==> src/rtl/ir_queue_pkg.sv <==
// rtl/ir_queue_pkg.sv - shared instruction-word sizing for the IR queue and decode
//
// Purpose: default instruction word width and the upper/lower half split
//          used by the write-upper path and by decode.
// Contents: IR_WIDTH, IR_HALF, half_of()
package ir_queue_pkg;

  localparam int IR_WIDTH = 16;
  localparam int IR_HALF  = IR_WIDTH / 2;

  // Split point of an instruction word: bits [w-1:w/2] are the upper half.
  function automatic int half_of(input int w);
    return w / 2;
  endfunction

endpackage

==> src/rtl/ir_queue_ctrl.sv <==
// rtl/ir_queue_ctrl.sv - pointer, occupancy and overflow control for the IR queue
//
// Purpose: owns rd/wr pointers, entry count and the sticky overflow flag, and
//          decides which storage updates are accepted each cycle.
// Ports:
//   i_clk, i_rst          clock, synchronous active-high reset
//   i_write, i_writeu     push / patch-upper requests
//   i_pop, i_flush        consume head / discard everything
//   o_rd_ptr, o_wr_ptr    head and next-free entry indices
//   o_wu_ptr              index of the newest entry (write-upper target)
//   o_push, o_patch       accepted push / accepted write-upper this cycle
//   o_count, o_valid      occupancy and count != 0
//   o_full, o_ovf         count == DEPTH, sticky dropped-write flag
module ir_queue_ctrl
  import ir_queue_pkg::*;
#(
  parameter int DEPTH = 4,
  parameter int PW    = $clog2(DEPTH),
  parameter int CW    = $clog2(DEPTH + 1)
) (
  input  logic          i_clk,
  input  logic          i_rst,
  input  logic          i_write,
  input  logic          i_writeu,
  input  logic          i_pop,
  input  logic          i_flush,
  output logic [PW-1:0] o_rd_ptr,
  output logic [PW-1:0] o_wr_ptr,
  output logic [PW-1:0] o_wu_ptr,
  output logic          o_push,
  output logic          o_patch,
  output logic [CW-1:0] o_count,
  output logic          o_valid,
  output logic          o_full,
  output logic          o_ovf
);

  localparam logic [CW-1:0] FULL_CNT = CW'(DEPTH);
  localparam logic [CW-1:0] ONE_CNT  = CW'(1);

  logic [PW-1:0] r_rd_ptr;
  logic [PW-1:0] r_wr_ptr;
  logic [CW-1:0] r_count;
  logic          r_ovf;

  logic w_empty;
  logic w_full;
  logic w_pop_ok;
  logic w_push_ok;
  logic w_patch_ok;
  logic w_drop;

  assign w_empty = (r_count == '0);
  assign w_full  = (r_count == FULL_CNT);

  // Flush overrides every other request, so all acceptances are gated by it.
  assign w_pop_ok  = i_pop & ~w_empty & ~i_flush;
  // A full queue still accepts a write when a pop frees the head this cycle.
  assign w_push_ok = i_write & (~w_full | w_pop_ok) & ~i_flush;
  assign w_drop    = i_write & w_full & ~w_pop_ok & ~i_flush;
  // Write-upper loses to write (even a dropped one) and is meaningless when
  // the only entry is being popped away.
  assign w_patch_ok = i_writeu & ~i_write & ~w_empty & ~i_flush
                    & ~((r_count == ONE_CNT) & w_pop_ok);

  always_ff @(posedge i_clk) begin
    if (i_rst) begin
      r_rd_ptr <= '0;
      r_wr_ptr <= '0;
      r_count  <= '0;
      r_ovf    <= 1'b0;
    end else if (i_flush) begin
      r_rd_ptr <= '0;
      r_wr_ptr <= '0;
      r_count  <= '0;
      r_ovf    <= 1'b0;
    end else begin
      if (w_pop_ok) begin
        r_rd_ptr <= r_rd_ptr + PW'(1);
      end
      if (w_push_ok) begin
        r_wr_ptr <= r_wr_ptr + PW'(1);
      end
      if (w_push_ok && !w_pop_ok) begin
        r_count <= r_count + ONE_CNT;
      end else if (w_pop_ok && !w_push_ok) begin
        r_count <= r_count - ONE_CNT;
      end
      if (w_drop) begin
        r_ovf <= 1'b1;
      end
    end
  end

  assign o_rd_ptr = r_rd_ptr;
  assign o_wr_ptr = r_wr_ptr;
  assign o_wu_ptr = r_wr_ptr - PW'(1);
  assign o_push   = w_push_ok;
  assign o_patch  = w_patch_ok;
  assign o_count  = r_count;
  assign o_valid  = ~w_empty;
  assign o_full   = w_full;
  assign o_ovf    = r_ovf;

endmodule

==> src/rtl/ir_queue.sv <==
// rtl/ir_queue.sv - FIFO instruction register queue with write-upper patching
//
// Purpose: holds up to DEPTH fetched instruction words and presents the oldest
//          to decode; writeu patches the upper half of the newest entry.
// Ports:
//   clk, rst      clock, synchronous active-high reset
//   din           write data (writeu uses din[H-1:0])
//   write         push din as a new entry
//   writeu        replace upper half of newest entry with din[H-1:0]
//   pop           consume head entry
//   flush         discard all entries
//   dout          head entry, 0 when empty
//   valid, full   count != 0, count == DEPTH
//   count         stored entries
//   ovf           sticky: a write was dropped on a full queue
module ir_queue
  import ir_queue_pkg::*;
#(
  parameter int WIDTH = IR_WIDTH,
  parameter int DEPTH = 4
) (
  input  logic                       clk,
  input  logic                       rst,
  input  logic [WIDTH-1:0]           din,
  input  logic                       write,
  input  logic                       writeu,
  input  logic                       pop,
  input  logic                       flush,
  output logic [WIDTH-1:0]           dout,
  output logic                       valid,
  output logic                       full,
  output logic [$clog2(DEPTH+1)-1:0] count,
  output logic                       ovf
);

  localparam int H  = half_of(WIDTH);
  localparam int PW = $clog2(DEPTH);
  localparam int CW = $clog2(DEPTH + 1);

  logic [WIDTH-1:0] r_mem [DEPTH];

  logic [PW-1:0] w_rd_ptr;
  logic [PW-1:0] w_wr_ptr;
  logic [PW-1:0] w_wu_ptr;
  logic          w_push;
  logic          w_patch;
  logic [CW-1:0] w_count;
  logic          w_valid;
  logic          w_full;
  logic          w_ovf;

  ir_queue_ctrl #(
    .DEPTH (DEPTH),
    .PW    (PW),
    .CW    (CW)
  ) u_ctrl (
    .i_clk    (clk),
    .i_rst    (rst),
    .i_write  (write),
    .i_writeu (writeu),
    .i_pop    (pop),
    .i_flush  (flush),
    .o_rd_ptr (w_rd_ptr),
    .o_wr_ptr (w_wr_ptr),
    .o_wu_ptr (w_wu_ptr),
    .o_push   (w_push),
    .o_patch  (w_patch),
    .o_count  (w_count),
    .o_valid  (w_valid),
    .o_full   (w_full),
    .o_ovf    (w_ovf)
  );

  // Push and patch are mutually exclusive (write wins), so at most one entry
  // changes per cycle. Flush leaves storage intact; only reset clears it.
  always_ff @(posedge clk) begin
    if (rst) begin
      for (int i = 0; i < DEPTH; i++) begin
        r_mem[i] <= '0;
      end
    end else if (w_push) begin
      r_mem[w_wr_ptr] <= din;
    end else if (w_patch) begin
      r_mem[w_wu_ptr][WIDTH-1:H] <= din[H-1:0];
    end
  end

  assign dout  = w_valid ? r_mem[w_rd_ptr] : '0;
  assign valid = w_valid;
  assign full  = w_full;
  assign count = w_count;
  assign ovf   = w_ovf;

endmodule

==> config.mk <==
export PLATFORM = sky130hd
export DESIGN_NAME = ir_queue
export DESIGN_NICKNAME = d
export VERILOG_FILES = /design/src/rtl/ir_queue_pkg.sv /design/src/rtl/ir_queue_ctrl.sv /design/src/rtl/ir_queue.sv
export SDC_FILE = /design/constraint.sdc
export NUM_CORES = 1
export LEC_CHECK = 0
export BUFFER_PORTS_ARGS = -buffer_cell sky130_fd_sc_hd__buf_2
export CAP_MARGIN = 20
export CORE_MARGIN = 8
export CORE_UTILIZATION = 60
export DETAILED_ROUTE_END_ITERATION = 6
export PLACE_DENSITY = 0.89
export SETUP_SLACK_MARGIN = 0.05
export SYNTH_ARGS = -nofsm -noshare
export SYNTH_HDL_FRONTEND = slang
export SYNTH_SLANG_ARGS = --single-unit
export TNS_END_PERCENT = 30
==> constraint.sdc <==
create_clock -name clk -period 4.2 [get_ports clk]
set_input_delay 0.42 -clock clk [delete_from_list [all_inputs] [get_ports clk]]
set_output_delay 0.42 -clock clk [all_outputs]
set_load 0.03 [all_outputs]
==> results.sh <==
export IMPL_final_antenna_net_count=0
export IMPL_mostFrequentLayoutCells="64 x edfxtp_1, 59 x nor2_1, 43 x buf_2"
export IMPL_rsz0062_at_grt="no"
export IMPL_syn_instance_count=277
export IMPL_path_cells="inv_1, ha_1, nor2b_1, buf_4, or3b_1, ha_1, or3_1, a21oi_1"
export IMPL_cts_setup_buffers=0
export IMPL_grt_start_max_net_pins=20
export IMPL_yosysSeqAreaShare=0.605
export IMPL_slew_headroom=0.372
export IMPL_crit_family="simple AND/OR/NAND/NOR gates"
export IMPL_avgSynthCellArea_um2=12.7
export IMPL_slowest_delay_ps=420
export IMPL_routabilityCongestion=0.875
export IMPL_cpMostUsedCell="ha_1"
export IMPL_n_antenna_cell=0
export IMPL_grt_pass1_vias=2411
export IMPL_finish_instance_area_mm2=0.00398
export IMPL_clk_pin_slew_worst_paths_ps=80
export IMPL_p_leak_nw=1.58
export IMPL_r2r_end="u_ctrl.o_count[2]$_SDFFE_PP0P_"
export IMPL_grt_usage=0.177
export IMPL_clk_path_buf_depth=2
export IMPL_num_fill_cells=418
export IMPL_critPathBufInv=2
export IMPL_report_final_slew_viol_count=0
export IMPL_die_height_um=92.5
export IMPL_crit_path_end_kind="register"
export IMPL_drtIter0Drc=109
export IMPL_cp_start_kind="register"
export IMPL_max_cap_viol_count=0
export IMPL_io_pins=44
export IMPL_final_core_util=0.689
export IMPL_die_area_mm2=0.00855
export IMPL_core_area_mm2=0.00578
export IMPL_placed_cells=382
export IMPL_ctsHoldBuffers=0
export IMPL_regToRegSetupSlack_ps=1650
export IMPL_worstPathRequired_ps=4480
export IMPL_worst_slew_pin_slew_ps=939
export IMPL_cp_slowest_cell="dfxtp_1"
export IMPL_whs_path_depth=3
export IMPL_syn_nets=304
export IMPL_wl_um=7150
export IMPL_cts_made_buffers=9
export IMPL_period_minus_slack_ps=2550
export IMPL_clk_latency_ps=340
export IMPL_fin_cells=399
export IMPL_cp_arrival_ps=2830
export IMPL_drt_pass1_iter_count=4
export IMPL_ys_warn_count=0
export IMPL_rows=28
export IMPL_vias=2266
export IMPL_final_common_cell="edfxtp_1"
export IMPL_grt_pass1_wl_um=11500
export IMPL_timing_rr_start="u_ctrl.o_count[0]$_SDFFE_PP0P_"
export IMPL_clock_skew_ps=8.71
export IMPL_h_tree_depth=3
export IMPL_vdd_drop_max_mv=0.229
export IMPL_hp_start="write"
export IMPL_rr_worst_depth=8
export IMPL_area_delta_synth_final_pct=13.6
export IMPL_wire_per_inst_um=17.9
export IMPL_grt_ovfl_total=0
export IMPL_hold_path_endpoint="u_ctrl.o_ovf$_SDFFE_PP0P_"
export IMPL_cts_tree="done"
export IMPL_crit_path_max_fanout=19
export IMPL_cts_root_buf="clkbuf_8"
export IMPL_syn_cell_area_mm2=0.00351
export IMPL_viasPerCell=5.68
export IMPL_setup_tns_ps=0
export IMPL_placement_cell_area_mm2=0.00377
export IMPL_initial_core_util=0.607
export IMPL_drc=0
export IMPL_nets=346
export IMPL_max_clock_freq_mhz=393
export IMPL_crit_type="reg -> reg"
export IMPL_p_per_area_mw_per_mm2=381
export IMPL_antenna_found_initial=0
export IMPL_fin_crit_sh=0.607
export IMPL_power_mw=1.52
export IMPL_port_buffers=43
export IMPL_hpwl_um=5080
export IMPL_ys_seq_elements=74
export IMPL_die_w_um=92.5
export IMPL_status="finished, final reports clean"
export IMPL_cts_num_sinks=74
export IMPL_drive_above_1_share=0.265
export IMPL_hold_path_class="in -> reg"
export IMPL_finalHoldViolations=0
export IMPL_cts_resized=0
export IMPL_setup_violations=0
export IMPL_synth_cell_types=36
[kinds of logic (layout without fill, tap and decap cells)]
family	Yosys count	count (layout)	synth area share
simple gates	113	113	0.157
mux	17	17	0.106
buf+inv	38	85	0.0432
xor+xnor	5	5	0.0125
compound gates	25	25	0.0592
flops	74	74	0.605
fa+ha+maj	5	5	0.0178
[cell usage after synthesis, drive strengths merged]
cell type  count  area (um2)
a21oi          5        25.0
ha             5        62.6
xnor2          2        17.5
o21ba          1        10.0
and3b          1        8.76
a31o           2        17.5
nor4b          1        8.76
xor2           3        26.3
nand3b         1        7.51
clkbuf         8        30.0
nor2b         26         163
a31oi          2        12.5
inv           23        86.3
nor4bb         1        10.0
mux4          16         360
dfxtp         10         200
and3           1        6.26
mux2i          1        10.0
buf            7        35.0
or2            1        6.26
a21o           1        7.51
or3            1        6.26
a32oi          8        70.1
a221o          1        10.0
o21ai          4        27.5
nand2         13        48.8
nand2b         1        6.26
nor2          59         221
edfxtp        64        1920
and2           2        12.5
and4bb         1        12.5
or3b           3        26.3
a2111oi        1        27.5
nor3           1        5.00
[tightest hold or removal path, cell delays in order]
cell,delay (ps)
buf_2,100
a21oi_1,60
nor2_1,90
[where the power goes]
group          switching (mW)  total (mW)  internal, mW
Combinational          0.0921       0.142        0.0503
Clock                   0.261       0.536         0.275
Sequential             0.0113       0.839         0.828
Total                   0.365        1.52          1.15
[how the worst max path moves through the flow]
stage	startpoint	to	slack [ps]	cells after the start
6_report	u_ctrl.o_count[0]$_SDFFE_PP0P_	u_ctrl.o_count[2]$_SDFFE_PP0P_	1650	8
3_5_place_dp	u_ctrl.o_count[0]$_SDFFE_PP0P_	u_ctrl.o_count[2]$_SDFFE_PP0P_	1660	8
4_1_cts	register	dout[7]	1380	3
3_3_place_gp	u_ctrl.o_count[0]$_SDFFE_PP0P_	u_ctrl.o_count[2]$_SDFFE_PP0P_	1760	8
5_1_grt	u_ctrl.o_count[0]$_SDFFE_PP0P_	u_ctrl.o_count[2]$_SDFFE_PP0P_	1460	8
2_1_floorplan	u_ctrl.o_count[0]$_SDFFE_PP0P_	u_ctrl.o_count[2]$_SDFFE_PP0P_	1590	8
[sequential cells by signal, summed over array words and instances (netlist names), named ones only]
signal	flops
u_ctrl.o_count	3
u_ctrl.o_ovf	1
u_ctrl.o_wr_ptr	2
u_ctrl.o_rd_ptr	2
r_mem	64
[cell type report]
| cell class | count | area, um2 | area share |
|---|---|---|---|
| Sequential cell | 74 | 2120 | 0.533 |
| Clock buffer | 10 | 128 | 0.0320 |
| Timing Repair Buffer | 46 | 245 | 0.0616 |
| Clock inverter | 6 | 67.6 | 0.0170 |
| Multi-Input combinational cell | 165 | 1240 | 0.311 |
| Inverter | 23 | 86.3 | 0.0217 |
| Tap cell | 75 | 93.8 | 0.0236 |
[per-layer routing]
layer,global-route usage,part of all wire,vias to the layer above
met5,0,0,-
met4,0.0886,0.025,0
met3,0.0445,0.076,14
met2,0.306,0.51,85
met1,0.200,0.39,1102
li1,-,-,1065
[metrics by stage]
step | hold WS (ps) | worst slack (ps)
finish | 365 | 1650
global route | 397 | 1460
CTS | 364 | 1380
detailed placement | 502 | 1660
global placement | 453 | 1760
floorplan | 486 | 1590
Power figures use the tool's default switching activity.
